`config.mk`:
```
export PLATFORM = sky130hd
export DESIGN_NAME = fib_stack_ctrl_flat
export DESIGN_NICKNAME = d
export VERILOG_FILES = /design/src/rtl/fib_stack_ctrl_if.sv /design/src/rtl/fib_stack_ctrl.sv /design/src/flat_wrapper.sv
export SDC_FILE = /design/constraint.sdc
export NUM_CORES = 1
export LEC_CHECK = 0
export CORE_MARGIN = 2
export CORE_UTILIZATION = 45
export CTS_BUF_LIST = sky130_fd_sc_hd__clkbuf_4 sky130_fd_sc_hd__clkbuf_8
export DETAILED_ROUTE_END_ITERATION = 16
export DONT_BUFFER_PORTS = 1
export PLACE_DENSITY = 0.56
export SLEW_MARGIN = 20
export SYNTH_ARGS = -nofsm -noshare
export SYNTH_HDL_FRONTEND = slang
export SYNTH_SLANG_ARGS = --single-unit
```
`constraint.sdc`:
```
create_clock -name clk -period 2.7 [get_ports clk]
set_input_delay 0.27 -clock clk [delete_from_list [all_inputs] [get_ports clk]]
set_output_delay 0.27 -clock clk [all_outputs]
set_load 0.05 [all_outputs]
```
`src/rtl/fib_stack_ctrl_if.sv`:
```
// Stack bus between fib_stack_ctrl (master) and an external Stack (slave).
//   stk_push / stk_pop : one-cycle operation strobes, never both high
//   stk_din            : value to push, 0 when not pushing
//   stk_dout           : current top of stack, combinational from the Stack
interface fib_stack_ctrl_if #(parameter int WIDTH = 8);
  logic             stk_push;
  logic             stk_pop;
  logic [WIDTH-1:0] stk_din;
  logic [WIDTH-1:0] stk_dout;

  modport master (output stk_push, stk_pop, stk_din, input stk_dout);
  modport slave  (input stk_push, stk_pop, stk_din, output stk_dout);
endinterface

```
`src/rtl/fib_stack_ctrl.sv`:
```
// Recursive Fibonacci evaluated with an external stack: push n, then pop x;
// leaves (x<2) accumulate into acc, internal nodes push x-1 and x-2. The run
// ends when the locally tracked depth returns to 0.
// Ports:
//   clk, rst     : rising-edge clock, synchronous active-high reset
//   start, n     : request fib(n); sampled in IDLE only
//   busy         : high in every state but IDLE
//   done         : one-cycle pulse, result valid in the same cycle
//   result       : fib(n) mod 2^WIDTH, held until the next accepted start
//   ovf          : sticky depth-limit error, cleared by next start or rst
//   stk          : stack bus (master side)
module fib_stack_ctrl #(
  parameter int WIDTH = 8,
  parameter int DEPTH = 32
) (
  input  logic             clk,
  input  logic             rst,
  input  logic             start,
  input  logic [4:0]       n,
  output logic             busy,
  output logic             done,
  output logic [WIDTH-1:0] result,
  output logic             ovf,
  fib_stack_ctrl_if.master stk
);
  localparam int DW = $clog2(DEPTH + 1);
  localparam logic [DW-1:0]    DMAX = DW'(DEPTH);
  localparam logic [WIDTH-1:0] TWO  = WIDTH'(2);

  typedef enum logic [2:0] {IDLE, PUSH_N, POP, PUSH_A, PUSH_B, DONE} state_t;

  state_t           state, state_nxt;
  logic [4:0]       n_q;
  logic [WIDTH-1:0] x_q, x_nxt;
  logic [WIDTH-1:0] acc, acc_nxt;
  logic [DW-1:0]    depth, depth_nxt;
  logic             ovf_nxt;

  always_ff @(posedge clk) begin
    if (rst) begin
      state  <= IDLE;
      n_q    <= '0;
      x_q    <= '0;
      acc    <= '0;
      depth  <= '0;
      ovf    <= 1'b0;
      result <= '0;
    end else begin
      state <= state_nxt;
      x_q   <= x_nxt;
      acc   <= acc_nxt;
      depth <= depth_nxt;
      ovf   <= ovf_nxt;
      if (state == IDLE && start) n_q <= n;
      // Only the run-ending transitions lead to DONE, so result is written
      // exactly once per run and is already valid while done is high.
      if (state_nxt == DONE) result <= acc_nxt;
    end
  end

  always_comb begin
    state_nxt    = state;
    x_nxt        = x_q;
    acc_nxt      = acc;
    depth_nxt    = depth;
    ovf_nxt      = ovf;
    stk.stk_push = 1'b0;
    stk.stk_pop  = 1'b0;
    stk.stk_din  = '0;
    case (state)
      IDLE: if (start) begin
        state_nxt = PUSH_N;
        acc_nxt   = '0;
        ovf_nxt   = 1'b0;
      end
      PUSH_N: begin
        stk.stk_push = 1'b1;
        stk.stk_din  = WIDTH'(n_q);
        depth_nxt    = DW'(1);
        state_nxt    = POP;
      end
      POP: begin
        stk.stk_pop = 1'b1;
        x_nxt       = stk.stk_dout;
        depth_nxt   = depth - DW'(1);
        if (stk.stk_dout < TWO) begin
          acc_nxt   = acc + stk.stk_dout;
          state_nxt = (depth_nxt != '0) ? POP : DONE;
        end else begin
          state_nxt = PUSH_A;
        end
      end
      PUSH_A, PUSH_B: begin
        // A full stack aborts the run with the partial sum rather than
        // letting the wrapping Stack pointer overwrite live entries.
        if (depth == DMAX) begin
          ovf_nxt   = 1'b1;
          state_nxt = DONE;
        end else begin
          stk.stk_push = 1'b1;
          stk.stk_din  = (state == PUSH_A) ? x_q - WIDTH'(1) : x_q - TWO;
          depth_nxt    = depth + DW'(1);
          state_nxt    = (state == PUSH_A) ? PUSH_B : POP;
        end
      end
      DONE: state_nxt = IDLE;
      default: state_nxt = IDLE;
    endcase
  end

  assign busy = (state != IDLE);
  assign done = (state == DONE);
endmodule

```
`src/flat_wrapper.sv`:
```
// flat-port wrapper written by rule: the top's interface ports become plain ports
module fib_stack_ctrl_flat 
#(
  parameter int WIDTH = 8,
  parameter int DEPTH = 32
)
  (clk, rst, start, n, busy, done, result, ovf, stk_stk_push, stk_stk_pop, stk_stk_din, stk_stk_dout);
  fib_stack_ctrl_if #(.WIDTH(WIDTH)) stk_i ();
  input  logic clk;
  input  logic rst;
  input  logic start;
  input  logic [4:0] n;
  output logic busy;
  output logic done;
  output logic [WIDTH-1:0] result;
  output logic ovf;
  output wire logic [$bits(stk_i.stk_push)-1:0] stk_stk_push;
  output wire logic [$bits(stk_i.stk_pop)-1:0] stk_stk_pop;
  output wire logic [$bits(stk_i.stk_din)-1:0] stk_stk_din;
  input wire logic [$bits(stk_i.stk_dout)-1:0] stk_stk_dout;
  assign stk_stk_push = stk_i.stk_push;
  assign stk_stk_pop = stk_i.stk_pop;
  assign stk_stk_din = stk_i.stk_din;
  assign stk_i.stk_dout = stk_stk_dout;
  fib_stack_ctrl #(.WIDTH(WIDTH), .DEPTH(DEPTH)) u_core (.clk(clk), .rst(rst), .start(start), .n(n), .busy(busy), .done(done), .result(result), .ovf(ovf), .stk(stk_i));
endmodule
```
==> metrics.cfg, run 1 <==
[run_status]
status = finished, final reports clean

[floorplan]
rows = 26
fp.dieH_um = 76.2
dieWidth_um = 76.2
start_util = 0.463
dieArea_um2 = 5810
core_um2 = 5070
io_pins = 37

[placement]
dp_hpwl_um = 4140
io_buffer_count = 0
dpl_cell_area_um2 = 2440
gp_congestion = 0.797

[power_and_ir_drop]
vdd_drop_max_v = 0.000316
cellPowerDensity_nw_per_um2 = 659
p_leak_nw = 0.987

[critical_path]
critPathKind = reg -> out
cp-end-kind = primary output
slowest_stage = or3b_4
start_kind = flop
crit_chain = inv_1, ha_1, or3b_4, or3b_4, nand2_4, o21ai_1, buf_4
cp.required_ns = 2.43
arrival_ns = 2.24
critical_path.most_common_cell = or3b_4
max_stage_delay_ns = 0.42
path_max_fanout = 9

[clock_tree]
postCtsHoldBufs = 0
tritoncts = built
cts_made_buffers = 5
htreeDepth = 2
root_buffer = clkbuf_8
cts_setup_buffers = 0
clockBufferDepth = 2
clkTransAtPathRegs_ns = 0.08
clk-insertion-delay-late_ns = 0.29
cts_sinks = 39

[synthesis]
postSynthCellCount = 295
synth_area_per_cell_um2 = 7.96
syn_nets = 325
ys_seq_area_frac = 0.332
async_reset_ff_frac = 0
synth_seq_cells = 39
synthFlopType = dfxtp_1
synth_edf_count = 0
synth.distinct_cells = 55
syn_area_um2 = 2350
yosys_warnings = 0

[timing]
fmaxAchievable_ghz = 0.398
relSlewSlack = 0.565
layout_min_cycle_time_ns = 2.51
rsz0062_at_grt = no
slew_violations = 0
skew_ns = 0.00639
finalCritPeriodShare = 0.931
finalSetupViolCount = 0
worstMarginPinSlew_ns = 0.651
hold_viol = 0
tns_ns = 0

[routing]
drt_iter0_drc = 87
drc = 0
drtPass1Iterations = 4
routedWlPerCell_um = 14.9
ant_nets = 0
dr_total_vias = 2032
routed_wl_um = 5530
avgViaCountPerCell = 5.48

[global_routing]
grt_pass1_vias = 1998
antenna_found_initial = 0
overflow = 0
grt.total_usage = 0.205
grt_pass1_wl_um = 9740
grt_max_degree = 40

[run]
timing.max_cap.violations = 0

[cells_and_area]
antennaDiodeCount = 0
fillers = 514
seq_area_um2 = 781
drive_above_1_share = 0.120
final_area_um2 = 2560
layout_commonest_cell = nand2_1
layout.cells.most_common_list = nand2_1, dfxtp_1, a21oi_1
area_growth_pct = 9.22
multi_input_area_um2 = 1450
nNetsFinal = 330

[hold_path]
hold_path_class = in -> reg

==> worst max-delay path: cells and delay by family, from the launching register on <==
family	cells	cell delay [ns]
AND/OR/NAND/NOR	3	0.97
flip-flops	1	0.37
buffers and inverters	2	0.29
adder cells (fa/ha/maj)	1	0.22
AO/OA/AOI/OAI	1	0.09
==> repair_timing <==
action,4_1_cts,5_1_grt
resized for setup,2,1
endpoints found under the hold margin,0,0
endpoints found under the setup margin,1,6
==> power by group <==
group / internal [mW] / switching (mW)
registers: 0.619 / 0.0676
logic: 0.196 / 0.316
clock network: 0.275 / 0.216
total: 1.09 / 0.600
==> routing by layer <==
layer  part of all wire  global-route usage
met3              0.039              0.0545
met4              0.014              0.0545
met5                  0                   0
met1               0.51               0.270
met2               0.44               0.334
==> cells by family after synthesis <==
logic type               after synthesis  synth area share
flip-flops                            39             0.332
XOR/XNOR                               9            0.0336
adder cells (fa/ha/maj)               14            0.0778
multiplexers                           2           0.00852
buffers and inverters                 26            0.0565
AO/OA/AOI/OAI                         82             0.227
AND/OR/NAND/NOR                      123             0.264
==> final timing paths <==
check | slack, ns | depth (start not counted) | start | end
max | 0.19 | 7 | u_core.depth[1]$_SDFFE_PP0P_ | stk_stk_din[0]
min | 0.03 | 1 | rst | u_core.result[4]$_SDFFE_PP0N_
max reg2reg | 0.42 | 8 | u_core.depth[0]$_SDFFE_PP0P_ | u_core.depth[2]$_SDFFE_PP0P_
min reg2reg | 0.45 | 2 | u_core.n_q[3]$_SDFFE_PP0P_ | u_core.n_q[3]$_SDFFE_PP0P_
==> layout make-up <==
class / instances / share of cell area
inverter: 11 / 0.0161
timing repair buffer: 13 / 0.0380
clock inverter: 3 / 0.0171
tap: 70 / 0.0341
clock buffer: 5 / 0.0268
sequential: 39 / 0.304
multi-input combinational: 230 / 0.563
==> flip-flops by register name, summed over array words and instances (netlist names) <==
register       cells
u_core.acc         8
u_core.result      8
u_core.x_q         8
u_core.depth       6
u_core.n_q         5
u_core.state       3
u_core.ovf         1
==> cell usage after synthesis, types with 2 or more instances <==
master    number  area share
a211oi_1       5       0.016
a211oi_2       2       0.011
a21o_1         4       0.013
a21oi_1       28       0.060
a311oi_1       2      0.0075
a31oi_1        5       0.013
and3_1         3      0.0080
and3b_1        3       0.011
buf_4          2      0.0064
buf_6          2      0.0096
clkbuf_1       8       0.013
dfxtp_1       39        0.33
ha_1          13       0.069
inv_1         10       0.016
mux2i_1        2      0.0085
nand2_1       46       0.074
nand2b_1       2      0.0053
nand3_1        8       0.017
nand3_2        2      0.0085
nand3b_1       2      0.0064
nor2_1        26       0.042
nor3_1        11       0.023
nor3b_1        5       0.016
nor4_1         2      0.0053
o21a_1         2      0.0064
o21ai_0       18       0.038
o21bai_1       2      0.0064
o221a_2        3       0.014
o221ai_1       2      0.0075
or3_1          3      0.0080
or3b_4         2      0.0096
xnor2_1        7       0.026
xor2_1         2      0.0075
==> through the flow <==
| step | hold WS (ns) | power [mW] | std cells | setup slack (ns) | util |
|---|---|---|---|---|---|
| global placement | 0.339 | 1.20 | 363 | 0.339 | 0.481 |
| floorplan | 0.406 | 1.12 | 295 | 0.0767 | - |
| CTS | 0.0152 | 1.70 | 371 | 0.117 | 0.504 |
| finish | 0.0280 | 1.69 | 371 | 0.186 | 0.505 |
| detailed placement | 0.339 | 1.21 | 363 | 0.300 | 0.481 |
| global route | 0.0159 | 1.80 | 371 | 0.0374 | 0.505 |
Power figures use the tool's default switching activity.
==> inputs of run 2 (changes only) <==
Settings changed: PLACE_DENSITY 0.56 to default.
Clock period 2.7 ns to 2.6 ns, I/O delays scaled along.
==> metrics.cfg, run 2 (synthesis results as in run 1) <==
[clock_tree]
htreeDepth = 2  ; unchanged
cts_sinks = 39  ; unchanged
postCtsHoldBufs = 0  ; unchanged
cts_made_buffers = 5  ; unchanged
clockBufferDepth = 2  ; unchanged
root_buffer = clkbuf_8
clkTransAtPathRegs_ns = 0.07  ; about the same
clk-insertion-delay-late_ns = 0.29  ; about the same
tritoncts = built

[placement]
post-place-cells = 362  ; -0.28%
io_buffer_count = 0  ; unchanged
dp_hpwl_um = 3840  ; -7.1%
gp_congestion = 0.893  ; +12%
dpl_cell_area_um2 = 2430  ; -0.31%

[routing]
dr_total_vias = 2045  ; +0.64%
routedWlPerCell_um = 14.2  ; -4.4%
drc = 0  ; unchanged
avgViaCountPerCell = 5.53  ; +0.91%
drtPass1Iterations = 4  ; unchanged
routed_wl_um = 5270  ; -4.6%
drt_iter0_drc = 159  ; +83%
ant_nets = 0  ; unchanged

[critical_path]
arrival_ns = 2.21  ; -0.03 ns
crit_chain = inv_1, ha_2, or3b_4, or3b_4, nand2_4, o21ai_1, buf_4
reg2reg_depth = 8  ; unchanged
path_buf_inv = 2  ; unchanged
r2r-start = u_core.depth[1]$_SDFFE_PP0P_
critPathTopFamily = simple AND/OR/NAND/NOR gates
slowest_stage = or3b_4
max_stage_delay_ns = 0.43  ; about the same
path_max_fanout = 9  ; unchanged
reg2reg_slack_ns = 0.34  ; -0.08 ns
cp.required_ns = 2.34  ; -0.09 ns
critical_path.most_common_cell = or3b_4
r2r-end = u_core.result[7]$_SDFFE_PP0N_
start_kind = flop
critPathKind = reg -> out
cp-end-kind = primary output

[cells_and_area]
multi_input_area_um2 = 1450  ; unchanged
drive_above_1_share = 0.120  ; +0.000399
fillers = 525  ; +2.1%
finalCoreUtilization = 0.505  ; about the same
final_cell_count_no_fill = 370  ; -0.27%
layout_commonest_cell = nand2_1
reg_top3 = u_core.acc: 8 flops, u_core.result: 8 flops, u_core.x_q: 8 flops
layout.cells.most_common_list = nand2_1, dfxtp_1, a21oi_1
final_area_um2 = 2560  ; about the same
antennaDiodeCount = 0  ; unchanged
area_growth_pct = 9.16  ; about the same
seq_area_um2 = 782  ; +0.16%
nNetsFinal = 329  ; -0.30%

[hold_path]
hold_end = u_core.result[4]$_SDFFE_PP0N_
min_from = rst
hold_path_class = in -> reg
min_path_cells = 1  ; unchanged

[global_routing]
grt_max_degree = 40  ; unchanged
overflow = 0  ; unchanged
antenna_found_initial = 0  ; unchanged
grt.total_usage = 0.188  ; -0.0173
grt_pass1_vias = 1908  ; -4.5%
grt_pass1_wl_um = 8980  ; -7.8%

[floorplan]
dieArea_um2 = 5810  ; unchanged
rows = 26  ; unchanged
io_pins = 37  ; unchanged
fp.dieH_um = 76.2  ; unchanged
core_um2 = 5070  ; unchanged
start_util = 0.463  ; unchanged
dieWidth_um = 76.2  ; unchanged

[timing]
rsz0062_at_grt = no
worstMarginPinSlew_ns = 0.651  ; -0.000118 ns
slew_violations = 0  ; unchanged
finalSetupViolCount = 0  ; unchanged
layout_min_cycle_time_ns = 2.47
hold_viol = 0  ; unchanged
fmaxAchievable_ghz = 0.404
finalCritPeriodShare = 0.951
skew_ns = 0.0109  ; +0.00449 ns
relSlewSlack = 0.565  ; about the same

[power_and_ir_drop]
cellPowerDensity_nw_per_um2 = 693  ; +5.1%
p_leak_nw = 0.984  ; -0.29%
vdd_drop_max_v = 0.000336  ; +6.4%

[run]
timing.max_cap.violations = 0  ; unchanged

[run_status]
status = finished, final reports clean

run 2: changes by cell type in the layout (fill, tap and decap cells not counted):
cell,change
dfxtp_1,-1
buf_4,-1
clkbuf_8,+1
clkinv_4,-1
ha_2,+1
nand2_1,+1
dfxtp_2,+1
nand2_2,-1
ha_1,-1
run 2: repair_timing:
item	in CTS	in global routing
resized for setup	1	3
pin swaps	0	0
setup endpoints to repair	9	9
setup buffers	0	0
run 2: report_power, final:
part	total [mW]	internal (mW)	leakage [nW]	switching, mW
registers	0.715	0.644	0.317	0.0716
clock network	0.528	0.311	0.0612	0.217
logic	0.533	0.205	0.606	0.328
run 2: how the worst max path moves through the flow:
stage                endpoint  slack, ns                    startpoint  cells past startpoint
5_1_grt        stk_stk_din[5]      0.004    u_core.state[2]$_SDFF_PP0_                      6
3_5_place_dp   stk_stk_din[2]       0.23  u_core.depth[0]$_SDFFE_PP0P_                      7
6_report       stk_stk_din[2]       0.13  u_core.depth[1]$_SDFFE_PP0P_                      7
4_1_cts        stk_stk_din[2]       0.02  u_core.depth[0]$_SDFFE_PP0P_                      7
3_3_place_gp   stk_stk_din[3]       0.30  u_core.depth[0]$_SDFFE_PP0P_                      7
2_1_floorplan  stk_stk_din[0]      -0.01  u_core.depth[0]$_SDFFE_PP0P_                      6
run 2: cell type report:
cell class / count / area share
clock buffer: 6 / 0.0322
clock inverter: 2 / 0.0137
multi-input combinational: 230 / 0.564
tap: 70 / 0.0342
timing repair buffer: 12 / 0.0351
inverter: 11 / 0.0161
sequential: 39 / 0.305
run 2: metrics by stage:
step	total power, mW	setup WS, ns	setup TNS [ns]	hold slack [ns]
after floorplan	1.16	-0.0133	-0.0666	0.396
after global placement	1.25	0.304	0	0.329
after detailed placement	1.25	0.234	0	0.329
after CTS	1.79	0.0186	0	0.0183
after global routing	1.89	0.00365	0	0.00960
final	1.78	0.128	0	0.0264
run 2: layer usage:
metal,track usage,share of wire,vias up
li1,-,-,1063
met1,0.238,0.47,933
met5,0,0,-
met2,0.319,0.47,42
met3,0.0450,0.056,7
met4,0.0545,0.011,0
